===== src/rtl/axb_rr_scheduler_if.sv =====
// Purpose: client-side bundle between four requesters and the shared y=a*x+b scheduler.
// Latency: none (wires only).
// Backpressure: req is held by a client until its gnt bit pulses; no other flow control.
interface axb_rr_scheduler_if #(
    parameter int W = 8
);
    logic [3:0]     req;
    logic [4*W-1:0] a_in;
    logic [4*W-1:0] x_in;
    logic [4*W-1:0] b_in;
    logic [3:0]     gnt;
    logic [2*W:0]   y;
    logic           y_valid;
    logic [1:0]     y_id;
    logic           busy;

    // Client side: raises requests and presents operands.
    modport master (
        output req, a_in, x_in, b_in,
        input  gnt, y, y_valid, y_id, busy
    );

    // Scheduler side: arbitrates and returns tagged results.
    modport slave (
        input  req, a_in, x_in, b_in,
        output gnt, y, y_valid, y_id, busy
    );
endinterface


===== src/rtl/axb_rr_scheduler.sv =====
// Purpose: round-robin share of one multi-cycle y=a*x+b unit among four clients.
// Latency: MUL_CYCLES edges from grant to y_valid; grants spaced MUL_CYCLES+1 cycles.
// Backpressure: requests are ignored while busy and must be held until granted.
module axb_rr_scheduler #(
    parameter int W          = 8,
    parameter int MUL_CYCLES = 2
) (
    input  logic               clk,
    input  logic               rst,
    axb_rr_scheduler_if.slave  bus
);

    typedef enum logic {
        IDLE = 1'b0,
        EXEC = 1'b1
    } state_t;

    localparam int YW = 2 * W + 1;

    state_t         state_q;
    logic [1:0]     ptr_q;
    logic [1:0]     sel_q;
    logic [3:0]     cnt_q;
    logic [W-1:0]   a_q;
    logic [W-1:0]   x_q;
    logic [W-1:0]   b_q;
    logic [3:0]     gnt_q;
    logic [YW-1:0]  y_q;
    logic           y_valid_q;
    logic [1:0]     y_id_q;
    logic           busy_q;

    logic           win_found;
    logic [1:0]     win_idx;
    logic [YW-1:0]  y_d;

    // Round-robin winner: scan from ptr downward in offset so the smallest offset wins last.
    always_comb begin
        win_found = 1'b0;
        win_idx   = ptr_q;
        for (int i = 3; i >= 0; i--) begin
            if (bus.req[ptr_q + 2'(i)]) begin
                win_found = 1'b1;
                win_idx   = ptr_q + 2'(i);
            end
        end
    end

    // Full-width multiply-add; operands are widened first so nothing is truncated.
    always_comb begin
        y_d = YW'(a_q) * YW'(x_q) + YW'(b_q);
    end

    // Scheduler FSM with registered grant, result and status outputs.
    always_ff @(posedge clk or posedge rst) begin
        if (rst) begin
            state_q   <= IDLE;
            ptr_q     <= 2'd0;
            sel_q     <= 2'd0;
            cnt_q     <= 4'd0;
            a_q       <= '0;
            x_q       <= '0;
            b_q       <= '0;
            gnt_q     <= 4'd0;
            y_q       <= '0;
            y_valid_q <= 1'b0;
            y_id_q    <= 2'd0;
            busy_q    <= 1'b0;
        end else begin
            gnt_q     <= 4'd0;
            y_valid_q <= 1'b0;
            case (state_q)
                IDLE: begin
                    if (win_found) begin
                        gnt_q   <= 4'b0001 << win_idx;
                        sel_q   <= win_idx;
                        a_q     <= bus.a_in[win_idx*W +: W];
                        x_q     <= bus.x_in[win_idx*W +: W];
                        b_q     <= bus.b_in[win_idx*W +: W];
                        cnt_q   <= 4'(MUL_CYCLES - 1);
                        state_q <= EXEC;
                        busy_q  <= 1'b1;
                    end
                end
                EXEC: begin
                    if (cnt_q != 4'd0) begin
                        cnt_q <= cnt_q - 4'd1;
                    end else begin
                        y_q       <= y_d;
                        y_valid_q <= 1'b1;
                        y_id_q    <= sel_q;
                        ptr_q     <= sel_q + 2'd1;
                        state_q   <= IDLE;
                        busy_q    <= 1'b0;
                    end
                end
                default: state_q <= IDLE;
            endcase
        end
    end

    assign bus.gnt     = gnt_q;
    assign bus.y       = y_q;
    assign bus.y_valid = y_valid_q;
    assign bus.y_id    = y_id_q;
    assign bus.busy    = busy_q;

endmodule


===== src/flat_wrapper.sv =====
// flat-port wrapper written by rule: the top's interface ports become plain ports
module axb_rr_scheduler_flat 
#(
    parameter int W          = 8,
    parameter int MUL_CYCLES = 2
)
  (clk, rst, bus_req, bus_a_in, bus_x_in, bus_b_in, bus_gnt, bus_y, bus_y_valid, bus_y_id, bus_busy);
  axb_rr_scheduler_if #(.W(W)) bus_i ();
  input  logic clk;
  input  logic rst;
  input wire logic [$bits(bus_i.req)-1:0] bus_req;
  input wire logic [$bits(bus_i.a_in)-1:0] bus_a_in;
  input wire logic [$bits(bus_i.x_in)-1:0] bus_x_in;
  input wire logic [$bits(bus_i.b_in)-1:0] bus_b_in;
  output wire logic [$bits(bus_i.gnt)-1:0] bus_gnt;
  output wire logic [$bits(bus_i.y)-1:0] bus_y;
  output wire logic [$bits(bus_i.y_valid)-1:0] bus_y_valid;
  output wire logic [$bits(bus_i.y_id)-1:0] bus_y_id;
  output wire logic [$bits(bus_i.busy)-1:0] bus_busy;
  assign bus_i.req = bus_req;
  assign bus_i.a_in = bus_a_in;
  assign bus_i.x_in = bus_x_in;
  assign bus_i.b_in = bus_b_in;
  assign bus_gnt = bus_i.gnt;
  assign bus_y = bus_i.y;
  assign bus_y_valid = bus_i.y_valid;
  assign bus_y_id = bus_i.y_id;
  assign bus_busy = bus_i.busy;
  axb_rr_scheduler #(.W(W), .MUL_CYCLES(MUL_CYCLES)) u_core (.clk(clk), .rst(rst), .bus(bus_i));
endmodule

===== config.mk =====
export PLATFORM = sky130hd
export DESIGN_NAME = axb_rr_scheduler_flat
export DESIGN_NICKNAME = d
export VERILOG_FILES = /design/src/rtl/axb_rr_scheduler_if.sv /design/src/rtl/axb_rr_scheduler.sv /design/src/flat_wrapper.sv
export SDC_FILE = /design/constraint.sdc
export NUM_CORES = 1
export LEC_CHECK = 0
export CORE_MARGIN = 1
export CORE_UTILIZATION = 35
export DETAILED_ROUTE_END_ITERATION = 10
export PLACE_DENSITY = 0.65
export SYNTH_ARGS = -nofsm -noshare
export SYNTH_HDL_FRONTEND = slang
export SYNTH_SLANG_ARGS = --single-unit

===== constraint.sdc =====
create_clock -name clk -period 5.5 [get_ports clk]
set_clock_uncertainty 0.2 [all_clocks]
set_input_delay 1.1 -clock clk [delete_from_list [all_inputs] [get_ports clk]]
set_output_delay 1.1 -clock clk [all_outputs]
set_load 0.02 [all_outputs]

Yosys cells after proc, flatten, opt, wreduce, memory -nomap -nowiden
Index checks and enable logic that the tools add are counted.

cells by class
  $lt $le $gt $ge = 4
  equal/unequal tests = 3
  mux-type cells = 29
  add/subtract/negate cells = 6
  bitwise operators = 2
  shift operators = 4
  $mul = 1
  reduce and logical (&&, ||, !) cells = 5

operators by type and width
  kind                   count
  $shiftx A32 B6 Y8      3
  $add A16 B8 Y17        1
  $mul A8 B8 Y16         1
  $mux W4                4
  $mux W1                14
  $lt A2 B3 Y1 const B   4
  $bmux W1 S2            4
  $mux W2                4
  $pmux W4 S2            1
  $reduce_and A2 Y1      4
  $add A2 B1 Y2 const B  2
  $add A2 B2 Y2 const B  2
  $ne A2 B2 Y1 const B   2
  $pmux W1 S2            2
  $reduce_bool A4 Y1     1
  $shl A1 B2 Y4 const A  1
  $sub A4 B1 Y4 const B  1
  $ne A2 B1 Y1 const B   1
  $not A1 Y1             2

storage, ports and cells
  logic and storage cells = 66
  output and inout bits = 25
  bits of input ports = 102
  flip-flop bits (word level) = 58

Depth between registers and ports, before layout
  depth after elaboration = 10
  depth in mapped cells = 16
  gate-level depth less buffers = 15

Least setup slack after synthesis
Ideal clock, no wire load.

  path type = flip-flop to flip-flop
  from = register u_core.a_q[4]
  to = register u_core.y_q[16], in the netlist u_core.bus.y[16]
  data arrival time = 4404 ps
  required time = 5218 ps
  path buffers = 1
  slack = 814 ps
  cell stages (with the launch flop) = 15
  setup time = 82 ps
  period minus slack after synthesis = 4686 ps
  path through = dfrtp_1 clkbuf_1 and2_1 fa_1 fa_1 fa_1 inv_1 fa_1 inv_1 ha_1 or3_4 a32oi_1 a31oi_1 or4b_1 a31oi_1

between the ends
  word-level cells in the longest chain between the ends = 2

ends and longest elaborated chain
  element                   line                    text
  start: declaration        axb_rr_scheduler.sv:24  logic [W-1:0] a_q;
  start signal: assignment  axb_rr_scheduler.sv:77  a_q <= bus.a_in[win_idx*W +: W];
  $mul A8 B8 Y16            axb_rr_scheduler.sv:51  y_d = YW'(a_q) * YW'(x_q) + YW'(b_q);
  $add A16 B8 Y17           axb_rr_scheduler.sv:51
  end signal: assignment    axb_rr_scheduler.sv:89  y_q <= y_d;
  end: declaration          axb_rr_scheduler.sv:28  logic [YW-1:0] y_q;

Every way passes these cells.
A chain may end at the register's enable or synchronous reset.

Final worst setup path
  from = register u_core.x_q[7]
  to = register u_core.y_q[16], in the netlist u_core.bus.y[16]

between the ends
  word-level cells in the longest chain between the ends = 2

ends and longest elaborated chain
  element                   line                    text
  start: declaration        axb_rr_scheduler.sv:25  logic [W-1:0] x_q;
  start signal: assignment  axb_rr_scheduler.sv:78  x_q <= bus.x_in[win_idx*W +: W];
  $mul A8 B8 Y16            axb_rr_scheduler.sv:51
  $add A16 B8 Y17           axb_rr_scheduler.sv:51

Every way passes these cells.

==> run_summary.xml <==
<?xml version="1.0" encoding="UTF-8"?>
<metrics>
  <group name="outcome">
    <metric name="result_of_the_run" unit="">completed</metric>
  </group>
  <group name="logic_synthesis">
    <metric name="post_synth_inst_count" unit="">599</metric>
    <metric name="proportion_of_synthesized_area_in_mux_cells" unit="%">4.43</metric>
    <metric name="synth-edff-count" unit="">0</metric>
    <metric name="synth_simple_gate_area_share" unit="%">15.0</metric>
    <metric name="sequential_cell_area_fraction_in_the_yosys_report" unit="%">25.7</metric>
    <metric name="synth_xor_area_share" unit="%">1.40</metric>
    <metric name="synthesis.nets" unit="">787</metric>
    <metric name="synthDistinctLibCells" unit="">55</metric>
    <metric name="synth-async-reset-ratio" unit="%">100</metric>
    <metric name="combinational_family_with_the_most_area_after_synthesis" unit="">adder cells</metric>
    <metric name="yosys_register_bits" unit="">58</metric>
    <metric name="mappedNetlistArea" unit="um2">5650</metric>
    <metric name="adder_cell_fraction_of_synth_area" unit="%">24.9</metric>
    <metric name="synth-main-ff-cell" unit="">dfrtp_1</metric>
    <metric name="synth-warning-count" unit="">0</metric>
    <metric name="synth_area_per_cell" unit="um2">9.42</metric>
    <metric name="synthesized_area_fraction_occupied_by_ao_oa_aoi_and_oai_cells" unit="%">19.5</metric>
  </group>
  <group name="floorplan">
    <metric name="floorplan.core_area" unit="um2">15800</metric>
    <metric name="die-width" unit="um">129</metric>
    <metric name="ios" unit="">127</metric>
    <metric name="num_rows" unit="">46</metric>
    <metric name="die_area" unit="um2">16600</metric>
    <metric name="initial_utilization" unit="%">35.7</metric>
    <metric name="floorplan.die.height" unit="um">129</metric>
  </group>
  <group name="clock_tree">
    <metric name="postCtsSetupRepairBufs" unit="">0</metric>
    <metric name="tritoncts_clock_tree" unit="">built</metric>
    <metric name="post_cts_resize_count" unit="">0</metric>
    <metric name="cts_htree_levels" unit="">3</metric>
    <metric name="numClockSinks" unit="">58</metric>
    <metric name="clk_root_buffer_cell" unit="">clkbuf_16</metric>
    <metric name="tritoncts.num_buffers" unit="">9</metric>
    <metric name="cts-hold-fix-buffers" unit="">0</metric>
    <metric name="clock_tree.buffer_depth" unit="">2</metric>
    <metric name="clkTransAtPathRegs" unit="ps">50</metric>
    <metric name="insertion_delay_to_the_later_sink_of_the_worst_skew_pair" unit="ps">330</metric>
  </group>
  <group name="worst_setup_path">
    <metric name="crit_path_top_delay_cell" unit="">fa_1</metric>
    <metric name="worst_setup_path_end_kind" unit="">flop</metric>
    <metric name="crit_top_cell" unit="">fa_1</metric>
    <metric name="cp.required" unit="ps">5560</metric>
    <metric name="critical_path.cell_chain" unit="">and2_1, fa_1, fa_1, fa_1, inv_1, fa_1, inv_1, ha_1, or3_4, a32oi_1, a31oi_1, or4b_1, a31oi_1</metric>
    <metric name="critical_path.max_stage_delay" unit="ps">550</metric>
    <metric name="cp_data_arrival_time" unit="ps">4910</metric>
    <metric name="worst-setup-path-type" unit="">flop to flop</metric>
    <metric name="worstSetupStartpointType" unit="">flop</metric>
    <metric name="path_max_fanout" unit="">9</metric>
  </group>
  <group name="sta">
    <metric name="max_freq" unit="MHz">206</metric>
    <metric name="fin_crit" unit="ps">4860</metric>
    <metric name="timing_worst_slew_pin_value" unit="ps">961</metric>
    <metric name="final-setup-viol-count" unit="">0</metric>
    <metric name="slew_headroom" unit="%">34.3</metric>
    <metric name="unrepaired_setup_endpoints_after_global_routing" unit="">no</metric>
    <metric name="fin_crit_sh" unit="%">88.3</metric>
    <metric name="finalHoldViolCount" unit="">0</metric>
    <metric name="setup_tns" unit="ps">0</metric>
    <metric name="slew_violations" unit="">0</metric>
  </group>
  <group name="placed_design">
    <metric name="port-buffer-count" unit="">126</metric>
    <metric name="place_hpwl" unit="um">11700</metric>
    <metric name="gpl.final_weighted_congestion" unit="">0.855</metric>
    <metric name="post_detailed_placement_cell_area" unit="um2">7060</metric>
  </group>
  <group name="drt">
    <metric name="routedWlPerCell" unit="um">15.3</metric>
    <metric name="detail-route-antenna-nets" unit="">0</metric>
    <metric name="vias_per_std_cell" unit="">4.98</metric>
    <metric name="detailedRoute.firstPassIterationCount" unit="">4</metric>
    <metric name="drt-total-wl" unit="um">14300</metric>
    <metric name="vias" unit="">4649</metric>
    <metric name="post-route-drc-count" unit="">0</metric>
    <metric name="drt_first_iter_violations" unit="">174</metric>
  </group>
  <group name="global_routing">
    <metric name="largest_net_degree_at_the_start_of_global_routing" unit="">59</metric>
    <metric name="grtUsageTotal" unit="%">18.5</metric>
    <metric name="grt_remaining_overflow" unit="">0</metric>
    <metric name="antenna_found_initial" unit="">0</metric>
    <metric name="grt_pass1_wl" unit="um">23800</metric>
    <metric name="first_global_vias" unit="">4804</metric>
  </group>
  <group name="worst_hold_path">
    <metric name="holdCritPathClass" unit="">flop to flop</metric>
  </group>
  <group name="layout">
    <metric name="drive_above_1_share" unit="%">8.77</metric>
    <metric name="design.final.nets" unit="">901</metric>
    <metric name="final.fill_count" unit="">1501</metric>
    <metric name="n_antenna_cell" unit="">0</metric>
    <metric name="post-route-cell-area" unit="um2">7410</metric>
    <metric name="flow.area_growth_from_synthesis" unit="%">31.3</metric>
  </group>
  <group name="flow_run">
    <metric name="drv.max_cap_violation_count" unit="">0</metric>
  </group>
</metrics>
==> layout make-up <==
class	instances	area (um2)	area share [%]
inverters	88	330	4.46
multi-input cells	422	3690	49.7
flip-flops and latches	58	1450	19.6
well taps	216	270	3.65
clock inverters	7	125	1.69
clock buffers	9	225	3.04
repair buffers	134	1320	17.8
==> stage by stage <==
step / std cells / setup slack, ps / hold slack, ps / util [%]
floorplan: 599 / 814 / 261 / -
global placement: 918 / 721 / 260 / 44.6
detailed placement: 918 / 630 / 262 / 44.6
CTS: 934 / 619 / 276 / 46.8
global route: 934 / 414 / 313 / 46.8
finish: 934 / 644 / 271 / 46.8
==> logic make-up after synthesis <==
| logic type | count (synthesis) |
|---|---|
| fa+ha+maj | 86 |
| flops | 58 |
| simple gates | 173 |
| mux | 25 |
| buf+inv | 119 |
| xor+xnor | 9 |
| compound gates | 129 |
==> placed cells by master, fill, tap and decap left out, types with 5 or more instances in the layout <==
master,instances
a2111oi_0,7
a2111oi_1,7
a2111oi_2,10
a211oi_1,9
a211oi_2,12
a21o_1,5
a21oi_1,8
a221oi_2,5
a31oi_1,26
and2_1,43
buf_4,8
clkbuf_16,9
clkdlybuf4s50_1,126
dfrtp_1,58
fa_1,44
ha_1,42
inv_1,87
mux2i_1,25
nand2_1,64
nand3_1,5
nor2_1,34
nor3_1,7
o21ai_0,17
xnor2_1,5
==> synthesized netlist by cell type, types with 2 or more instances <==
| cell | number | area [um2] |
|---|---|---|
| a2111oi_0 | 7 | 61.3 |
| a2111oi_1 | 7 | 70.1 |
| a2111oi_2 | 10 | 150 |
| a211oi_1 | 9 | 67.6 |
| a211oi_2 | 12 | 150 |
| a21o_1 | 5 | 37.5 |
| a21oi_1 | 8 | 40.0 |
| a21oi_4 | 2 | 32.5 |
| a221oi_2 | 5 | 75.1 |
| a22o_1 | 2 | 17.5 |
| a31oi_1 | 26 | 163 |
| and2_1 | 43 | 269 |
| and3_1 | 2 | 12.5 |
| buf_2 | 10 | 50.1 |
| buf_4 | 5 | 37.5 |
| buf_6 | 4 | 45.0 |
| clkbuf_1 | 12 | 45.0 |
| dfrtp_1 | 58 | 1450 |
| fa_1 | 44 | 881 |
| ha_1 | 42 | 526 |
| inv_1 | 88 | 330 |
| mux2i_1 | 25 | 250 |
| nand2_1 | 64 | 240 |
| nand3_1 | 5 | 25.0 |
| nand4_1 | 2 | 12.5 |
| nor2_1 | 34 | 128 |
| nor2b_1 | 3 | 18.8 |
| nor3_1 | 7 | 35.0 |
| nor4_1 | 2 | 12.5 |
| o211ai_1 | 2 | 15.0 |
| o21a_1 | 4 | 30.0 |
| o21ai_0 | 17 | 85.1 |
| o21bai_1 | 2 | 15.0 |
| o21bai_2 | 2 | 22.5 |
| o22ai_1 | 2 | 12.5 |
| xnor2_1 | 5 | 43.8 |
| xor2_1 | 4 | 35.0 |
==> metal layers <==
| layer | vias up | wire length [um] | part of all wire [%] | GRT usage (%) |
|---|---|---|---|---|
| met5 | - | 0 | 0 | 0 |
| met4 | 0 | 230 | 1.6 | 6.85 |
| met3 | 20 | 683 | 4.8 | 3.91 |
| met2 | 147 | 6820 | 48 | 30.4 |
| met1 | 2207 | 6580 | 46 | 24.1 |
| li1 | 2275 | - | - | - |
==> worst paths after layout <==
| path | startpoint | slack [ps] | endpoint | depth (start not counted) |
|---|---|---|---|---|
| max | u_core.x_q[7] | 640 | u_core.bus.y[16] | 13 |
| min | u_core.bus.y[3] | 270 | u_core.bus.y[3] | 2 |
| max reg2reg | u_core.x_q[7] | 640 | u_core.bus.y[16] | 13 |
| min reg2reg | u_core.bus.y[3] | 270 | u_core.bus.y[3] | 2 |
| max in group asynchronous | rst | 3520 | u_core.x_q[5] | 3 |
| min in group asynchronous | rst | 1090 | u_core.bus.y[4] | 3 |
==> sequential cells by signal, summed over array words and instances (netlist names) <==
| register | cells |
|---|---|
| u_core.ptr_q | 2 |
| u_core.b_q | 8 |
| u_core.sel_q | 2 |
| u_core.x_q | 8 |
| u_core.bus.y_id | 2 |
| u_core.bus.y | 17 |
| u_core.state_q | 1 |
| u_core.bus.busy | 1 |
| u_core.cnt_q | 4 |
| u_core.bus.y_valid | 1 |
| u_core.bus.gnt | 4 |
| u_core.a_q | 8 |
==> critical path, delay by kind of cell, from the launching register on <==
kind                     cells  cell delay (ps)
adder cells (fa/ha/maj)      5             2450
AO/OA/AOI/OAI                3              470
flip-flops                   1              460
buffers and inverters        2               90
AND/OR/NAND/NOR              3             1110
Power is not shown: default switching activity piles up to over one toggle a cycle in this logic, so the estimate is an artifact.
